[src/rtl/bus_xfer_seq.sv]
// ==== bus_xfer_seq : shared 12-bit bus transfer sequencer (DRIVE/STROBE/HOLD); rev 1.0 ====
// ==== define XFER_QUEUE_EN to add a one-entry pending request slot ====
`default_nettype none

module bus_xfer_seq #(
  parameter int SETTLE   = 1,
  parameter int STROBE_W = 1
) (
  input  logic        CLK,
  input  logic        RESET_N,
  input  logic        req,
  input  logic [1:0]  src,
  input  logic [1:0]  dst,
  input  logic [11:0] imm,
  output logic        ready,
  output logic        busy,
  output logic        done,
  output logic        oe1,
  output logic        oe2,
  output logic        oe3,
  output logic        latch,
  output logic        latch3,
  output logic [11:0] imm_out
);

  typedef enum logic [1:0] {
    IDLE   = 2'd0,
    DRIVE  = 2'd1,
    STROBE = 2'd2,
    HOLD   = 2'd3
  } state_t;

  localparam logic [3:0] SETTLE_LD = 4'(SETTLE - 1);
  localparam logic [3:0] STROBE_LD = 4'(STROBE_W - 1);

  state_t      state, state_nxt;
  logic [3:0]  cnt, cnt_nxt;
  logic [1:0]  xsrc, xsrc_nxt;
  logic [1:0]  xdst, xdst_nxt;
  logic [11:0] ximm, ximm_nxt;
  logic        accept;
  logic        active;
  logic        busy_nxt, done_nxt;
  logic        oe1_nxt, oe2_nxt, oe3_nxt;
  logic        latch_nxt, latch3_nxt;
  logic [11:0] imm_out_nxt;

`ifdef XFER_QUEUE_EN
  logic        pend_valid, pend_valid_nxt;
  logic [1:0]  pend_src, pend_src_nxt;
  logic [1:0]  pend_dst, pend_dst_nxt;
  logic [11:0] pend_imm, pend_imm_nxt;

  assign ready = !pend_valid;
`else
  assign ready = (state == IDLE);
`endif

  assign accept = req && ready;

  always_comb begin
    state_nxt = state;
    cnt_nxt   = cnt;
    xsrc_nxt  = xsrc;
    xdst_nxt  = xdst;
    ximm_nxt  = ximm;
`ifdef XFER_QUEUE_EN
    pend_valid_nxt = pend_valid;
    pend_src_nxt   = pend_src;
    pend_dst_nxt   = pend_dst;
    pend_imm_nxt   = pend_imm;
`endif

    case (state)
      IDLE: begin
        if (accept) begin
          state_nxt = DRIVE;
          cnt_nxt   = SETTLE_LD;
          xsrc_nxt  = src;
          xdst_nxt  = dst;
          ximm_nxt  = imm;
        end
      end
      DRIVE: begin
        if (cnt == 4'd0) begin
          state_nxt = STROBE;
          cnt_nxt   = STROBE_LD;
        end else begin
          cnt_nxt = cnt - 4'd1;
        end
      end
      STROBE: begin
        if (cnt == 4'd0) begin
          state_nxt = HOLD;
          cnt_nxt   = 4'd0;
        end else begin
          cnt_nxt = cnt - 4'd1;
        end
      end
      HOLD: begin
`ifdef XFER_QUEUE_EN
        // A queued request chains straight into DRIVE; an empty slot lets a fresh req do the same.
        if (pend_valid) begin
          state_nxt      = DRIVE;
          cnt_nxt        = SETTLE_LD;
          xsrc_nxt       = pend_src;
          xdst_nxt       = pend_dst;
          ximm_nxt       = pend_imm;
          pend_valid_nxt = 1'b0;
        end else if (accept) begin
          state_nxt = DRIVE;
          cnt_nxt   = SETTLE_LD;
          xsrc_nxt  = src;
          xdst_nxt  = dst;
          ximm_nxt  = imm;
        end else begin
          state_nxt = IDLE;
        end
`else
        state_nxt = IDLE;
`endif
      end
      default: state_nxt = IDLE;
    endcase

`ifdef XFER_QUEUE_EN
    if (accept && (state == DRIVE || state == STROBE)) begin
      pend_valid_nxt = 1'b1;
      pend_src_nxt   = src;
      pend_dst_nxt   = dst;
      pend_imm_nxt   = imm;
    end
`endif

    // Outputs are registered, so they are derived from the upcoming state and transfer.
    active      = (state_nxt != IDLE);
    busy_nxt    = active;
    done_nxt    = (state == HOLD);
    oe1_nxt     = active && (xsrc_nxt == 2'd0);
    oe2_nxt     = active && (xsrc_nxt == 2'd1);
    oe3_nxt     = active && (xsrc_nxt == 2'd2);
    imm_out_nxt = (active && (xsrc_nxt == 2'd3)) ? ximm_nxt : 12'd0;
    latch_nxt   = (state_nxt == STROBE) && (xdst_nxt == 2'd0 || xdst_nxt == 2'd2);
    latch3_nxt  = (state_nxt == STROBE) && (xdst_nxt == 2'd1 || xdst_nxt == 2'd2);
  end

  always_ff @(posedge CLK or negedge RESET_N) begin
    if (!RESET_N) begin
      state   <= IDLE;
      cnt     <= 4'd0;
      xsrc    <= 2'd0;
      xdst    <= 2'd0;
      ximm    <= 12'd0;
      busy    <= 1'b0;
      done    <= 1'b0;
      oe1     <= 1'b0;
      oe2     <= 1'b0;
      oe3     <= 1'b0;
      latch   <= 1'b0;
      latch3  <= 1'b0;
      imm_out <= 12'd0;
    end else begin
      state   <= state_nxt;
      cnt     <= cnt_nxt;
      xsrc    <= xsrc_nxt;
      xdst    <= xdst_nxt;
      ximm    <= ximm_nxt;
      busy    <= busy_nxt;
      done    <= done_nxt;
      oe1     <= oe1_nxt;
      oe2     <= oe2_nxt;
      oe3     <= oe3_nxt;
      latch   <= latch_nxt;
      latch3  <= latch3_nxt;
      imm_out <= imm_out_nxt;
    end
  end

`ifdef XFER_QUEUE_EN
  always_ff @(posedge CLK or negedge RESET_N) begin
    if (!RESET_N) begin
      pend_valid <= 1'b0;
      pend_src   <= 2'd0;
      pend_dst   <= 2'd0;
      pend_imm   <= 12'd0;
    end else begin
      pend_valid <= pend_valid_nxt;
      pend_src   <= pend_src_nxt;
      pend_dst   <= pend_dst_nxt;
      pend_imm   <= pend_imm_nxt;
    end
  end
`endif

endmodule

`default_nettype wire

[config.mk]
export PLATFORM = sky130hd
export DESIGN_NAME = bus_xfer_seq
export DESIGN_NICKNAME = d
export VERILOG_FILES = /design/src/rtl/bus_xfer_seq.sv
export SDC_FILE = /design/constraint.sdc
export NUM_CORES = 1
export LEC_CHECK = 0
export ABC_AREA = 1
export CORE_UTILIZATION = 55
export CTS_BUF_LIST = sky130_fd_sc_hd__clkbuf_8
export CTS_CLUSTER_DIAMETER = 100
export CTS_CLUSTER_SIZE = 24
export DETAILED_ROUTE_END_ITERATION = 16
export PLACE_DENSITY = 0.86
export REMOVE_ABC_BUFFERS = 1
export SLEW_MARGIN = 20
export SYNTH_ARGS = -nofsm -noshare
export SYNTH_HDL_FRONTEND = slang
export SYNTH_SLANG_ARGS = --single-unit
[constraint.sdc]
create_clock -name CLK -period 3.5 [get_ports CLK]
set_clock_uncertainty 0.05 [all_clocks]
set_input_delay 0.35 -clock CLK [delete_from_list [all_inputs] [get_ports CLK]]
set_output_delay 0.35 -clock CLK [all_outputs]
set_load 0.1 [all_outputs]
; Yosys cells after proc, flatten, opt, wreduce, memory -nomap -nowiden
; Cells that the tools add are included.
[totals]
register_bits = 41
out_inout_bits = 20
word_cells = 55
in_bits = 19
[classes]
reduce_logical = 17
muxes = 14
addsub = 1
n_eq_ne = 10
[op_table]
columns = op, count
row1 = 12-bit 2-to-1 mux, 3
row2 = 2-bit 2-to-1 mux, 7
row3 = "2-bit == test, second input constant", 6
row4 = 4-bit 2-to-1 mux, 2
row5 = 2-bit case mux with 4 select lines, 1
row6 = 4-bit case mux with 2 select lines, 1
row7 = 1-bit logical AND, 7
row8 = "2-bit by 1-bit == test with 1-bit output, second input constant", 3
row9 = 2-bit logical NOT, 3
row10 = 4-bit logical NOT, 1
row11 = 2-bit nonzero test, 2
row12 = "4-bit by 1-bit subtractor with 4-bit output, second input constant", 1
row13 = 1-bit logical OR, 2
row14 = "2-bit by 1-bit != test with 1-bit output, second input constant", 1
row15 = 2-bit AND reduction, 1
row16 = 2-bit OR reduction, 1

; Depth between registers and ports, before layout
[logic_depth]
ltp_word = 7
depth_mapped = 11
depth_no_buf = 10

; Worst setup path before layout
; OpenSTA, ideal clock, no wires.
[synth_path]
kind = register -> register
startpoint = register state[1]
endpoint = register imm_out[1]
arrival_time_ns = 2.259
slack_ns = 1.123
t_required_ns = 3.382
stages_incl_launch_ff = 11
setup_ns = 0.068
synth_period_minus_slack_ns = 2.377
n_path_buf = 1
cell_sequence = dfrtp_1 inv_1 ha_1 nand2_4 inv_4 or2_1 o21ai_2 nor2_4 nand2_4 buf_12 nor2_4
[synth_between]
elab_chain_len = 7
word_cells_on_any_way = 17
classes_between = 4 x eq/ne / 9 x mux / 4 x reduce/logical
[synth_rtl]
columns = element, line_no
row1 = start: declaration, 36  ; state_t state, state_nxt;
row2 = start signal: assignment, 163  ; state <= state_nxt;
row3 = 2-bit logical NOT *, 56  ; assign ready = (state == IDLE);
row4 = named net ready, 15  ; output logic ready,
row5 = 1-bit logical AND, 59  ; assign accept = req && ready;
row6 = 2-bit 2-to-1 mux, 76  ; if (accept) begin
row7 = 2-bit case mux with 4 select lines / 2-bit 2-to-1 mux (equally long branches), 74  ; case (state)
row8 = 2-bit nonzero test / 2-bit == test (equally long branches), "136, 142"
row9 = 1-bit logical AND, 142  ; imm_out_nxt = (active && (xsrc_nxt == 2'd3)) ? ximm_nxt : 12'd0;
row10 = 12-bit 2-to-1 mux *, 142
row11 = named net imm_out_nxt[1], 46  ; logic [11:0] imm_out_nxt;
row12 = end signal: assignment, 175  ; imm_out <= imm_out_nxt;
row13 = end: declaration, 23  ; output logic [11:0] imm_out
; The timed path passes the listed nets; every way through them passes the cells marked *.
; A chain may end at the register's enable or synchronous reset.

; Worst setup path after layout
[layout_path]
startpoint = register imm_out[2]
endpoint = output port imm_out[2]
; No word-level cell between the ends.

==> qor.txt <==
Seq cells post-synth: 41
Cell count after synthesis: 161
FILL cells: 222
Critical path class: reg -> out
Post-synth top cells: dfrtp_1 (41), inv_1 (24), nand2_1 (18)
Depth of the worst register-to-register path: 9
CTS tree: done
Main area contributors after synthesis: dfrtp_1 (58%), nor2_4 (7.0%), o21ai_2 (5.4%)
Worst Max-Slew Pin Slew: 0.977 ns
CP Max Fanout: 1
Cell taking the most area after synthesis: dfrtp_1
# setup viols final: 0
Worst-path cell chain: clkdlybuf4s50_1
First-pass GRT wire length: 5190 um
Final Hold Viols: 0
Clock Pin Slew Worst Setup and Hold Paths: 0.07 ns
Crit end category: output port
Multi-input logic area: 629 um2
Largest net degree at the start of global routing: 42
Sequential share of the synthesized area: 57.6%
FF/Latch Area: 1030 um2
Core area: 3050 um2
Drt pass-1 iters: 4
Critical Path Start Type: flip-flop
Max H-tree Level: 2
Placed insts: 240
DRC violations left: 0
Clock sink count: 41
CP required: 3.10 ns
HP Class: in -> async
Period minus WS final: 2.17 ns
Antenna violations before repair: 0
CTS buffer count: 5
Share of layout cells above drive strength 1: 24.1%
Post-DP HPWL: 2290 um
Max-slew headroom: 34.7%
Yosys top cell area share: 57.6%
Stages on worst setup path: 1
WHS: 0.118 ns
Area grow syn2layout: 26.9%
WP data arrival: 1.77 ns
Unrepaired setup endpoints after global routing: false
Vias in the first global route: 1232
Max Freq: 460 MHz
# Post-CTS Setup Buffers: 0
Vias per cell: 4.72
EDFF count, synth: 0
Post-CTS Resized: 0
Yosys cell types: 23
Mapped Area: 1780 um2
Asr flop ratio synth: 100%
Synth Flop Type: dfrtp_1
I/O pin total: 39
Row count: 20
CP peak stage delay: 1.14 ns
Congestion Overflow GR: 0
Top-count cell post-synth: dfrtp_1
Diode count: 0
Clk_lat worst skew: 0.29 ns
Setup Total Neg Slack: 0 ns
Height of the die: 58.9 um
Antenna Nets Post-Route: 0
Crit-path slowest cell: clkdlybuf4s50_1
Post-Route WL: 3060 um
GRT Util Overall: 20.9%
Die area: 3470 um2
Hold Buf Count CTS: 0
Clock root buffer: clkbuf_8
CTS max path bufs: 2
Post-layout nets: 228
Initial Util: 58.4%
Avg Inst Size Synth: 11.1 um2
Crit path max-delay family: buffers and inverters
Finished Layout Cells: 247
DR vias: 1167
Worst path bufs/invs: 1
Drt initial violations: 12
Status: finished clean
Slew Limit Fails: 0
Max-cap violations: 0
Yosys warns: 0
GP Congestion: 0.810
Die W: 58.9 um
Routed len/inst: 12.4 um
Tcrit/Tclk final: 62.1%
Port buffer count: 38
through the flow:
| stage | instance area (um2) | util (%) | setup slack (ns) |
|---|---|---|---|
| after floorplan | 1750 | - | 0.876 |
| after detailed placement | 2180 | 71.4 | 1.36 |
| final | 2260 | 74.1 | 1.33 |
| after global routing | 2260 | 74.1 | 1.25 |
| after global placement | 2180 | 71.4 | 1.43 |
| after CTS | 2260 | 74.1 | 1.32 |
final cells by class:
class | instances | share of cell area, %
Clock buffer | 5 | 3.04
Clock inverter | 2 | 0.553
Inverter | 25 | 4.26
Multi-Input combinational cell | 92 | 27.8
Sequential cell | 41 | 45.4
Tap cell | 44 | 2.43
Timing Repair Buffer | 38 | 16.5
sequential cells by signal, summed over array words and instances (netlist names), 2 cells and up:
| name | cells |
|---|---|
| xdst | 2 |
| imm_out | 12 |
| ximm | 12 |
| cnt | 4 |
| xsrc | 2 |
| state | 2 |
path summary, 6_finish.rpt:
path,from,to,slack (ns)
max,imm_out[2],imm_out[2],1.33
min,RESET_N,state[0],0.12
max reg2reg,state[0],imm_out[11],1.45
min reg2reg,xdst[1],xdst[1],0.45
max in group asynchronous,RESET_N,cnt[2],2.75
min in group CLK,xdst[1],xdst[1],0.45
cells by family after synthesis:
group                    after synthesis  synth area share (%)
AND/OR/NAND/NOR                       63                  21.9
flip-flops                            41                  57.6
buffers and inverters                 28                  7.09
AO/OA/AOI/OAI                         22                  8.71
XOR/XNOR                               1                 0.492
adder cells (fa/ha/maj)                6                  4.21
cell usage in the layout (no fill, tap or decap), drive strengths merged:
cell / instances
clkbuf: 5
o31ai: 1
ha: 6
buf: 2
nand3: 4
or2: 14
inv: 26
o22ai: 1
clkinv: 1
nand2: 23
dfrtp: 41
nor3: 1
nor2: 21
clkdlybuf4s50: 36
a21oi: 2
xnor2: 1
o21ai: 18
routing by layer:
layer	up-vias	GRT usage, %	part of all wire (%)	wire length, um
met1	561	21.6	38	1180
li1	575	-	-	-
met2	24	38.6	56	1730
met5	-	0	0	0
met4	0	9.52	2.3	69
met3	7	5.93	3.1	94
Power is not shown: default switching activity piles up to over one toggle a cycle in this logic, so the estimate is an artifact.
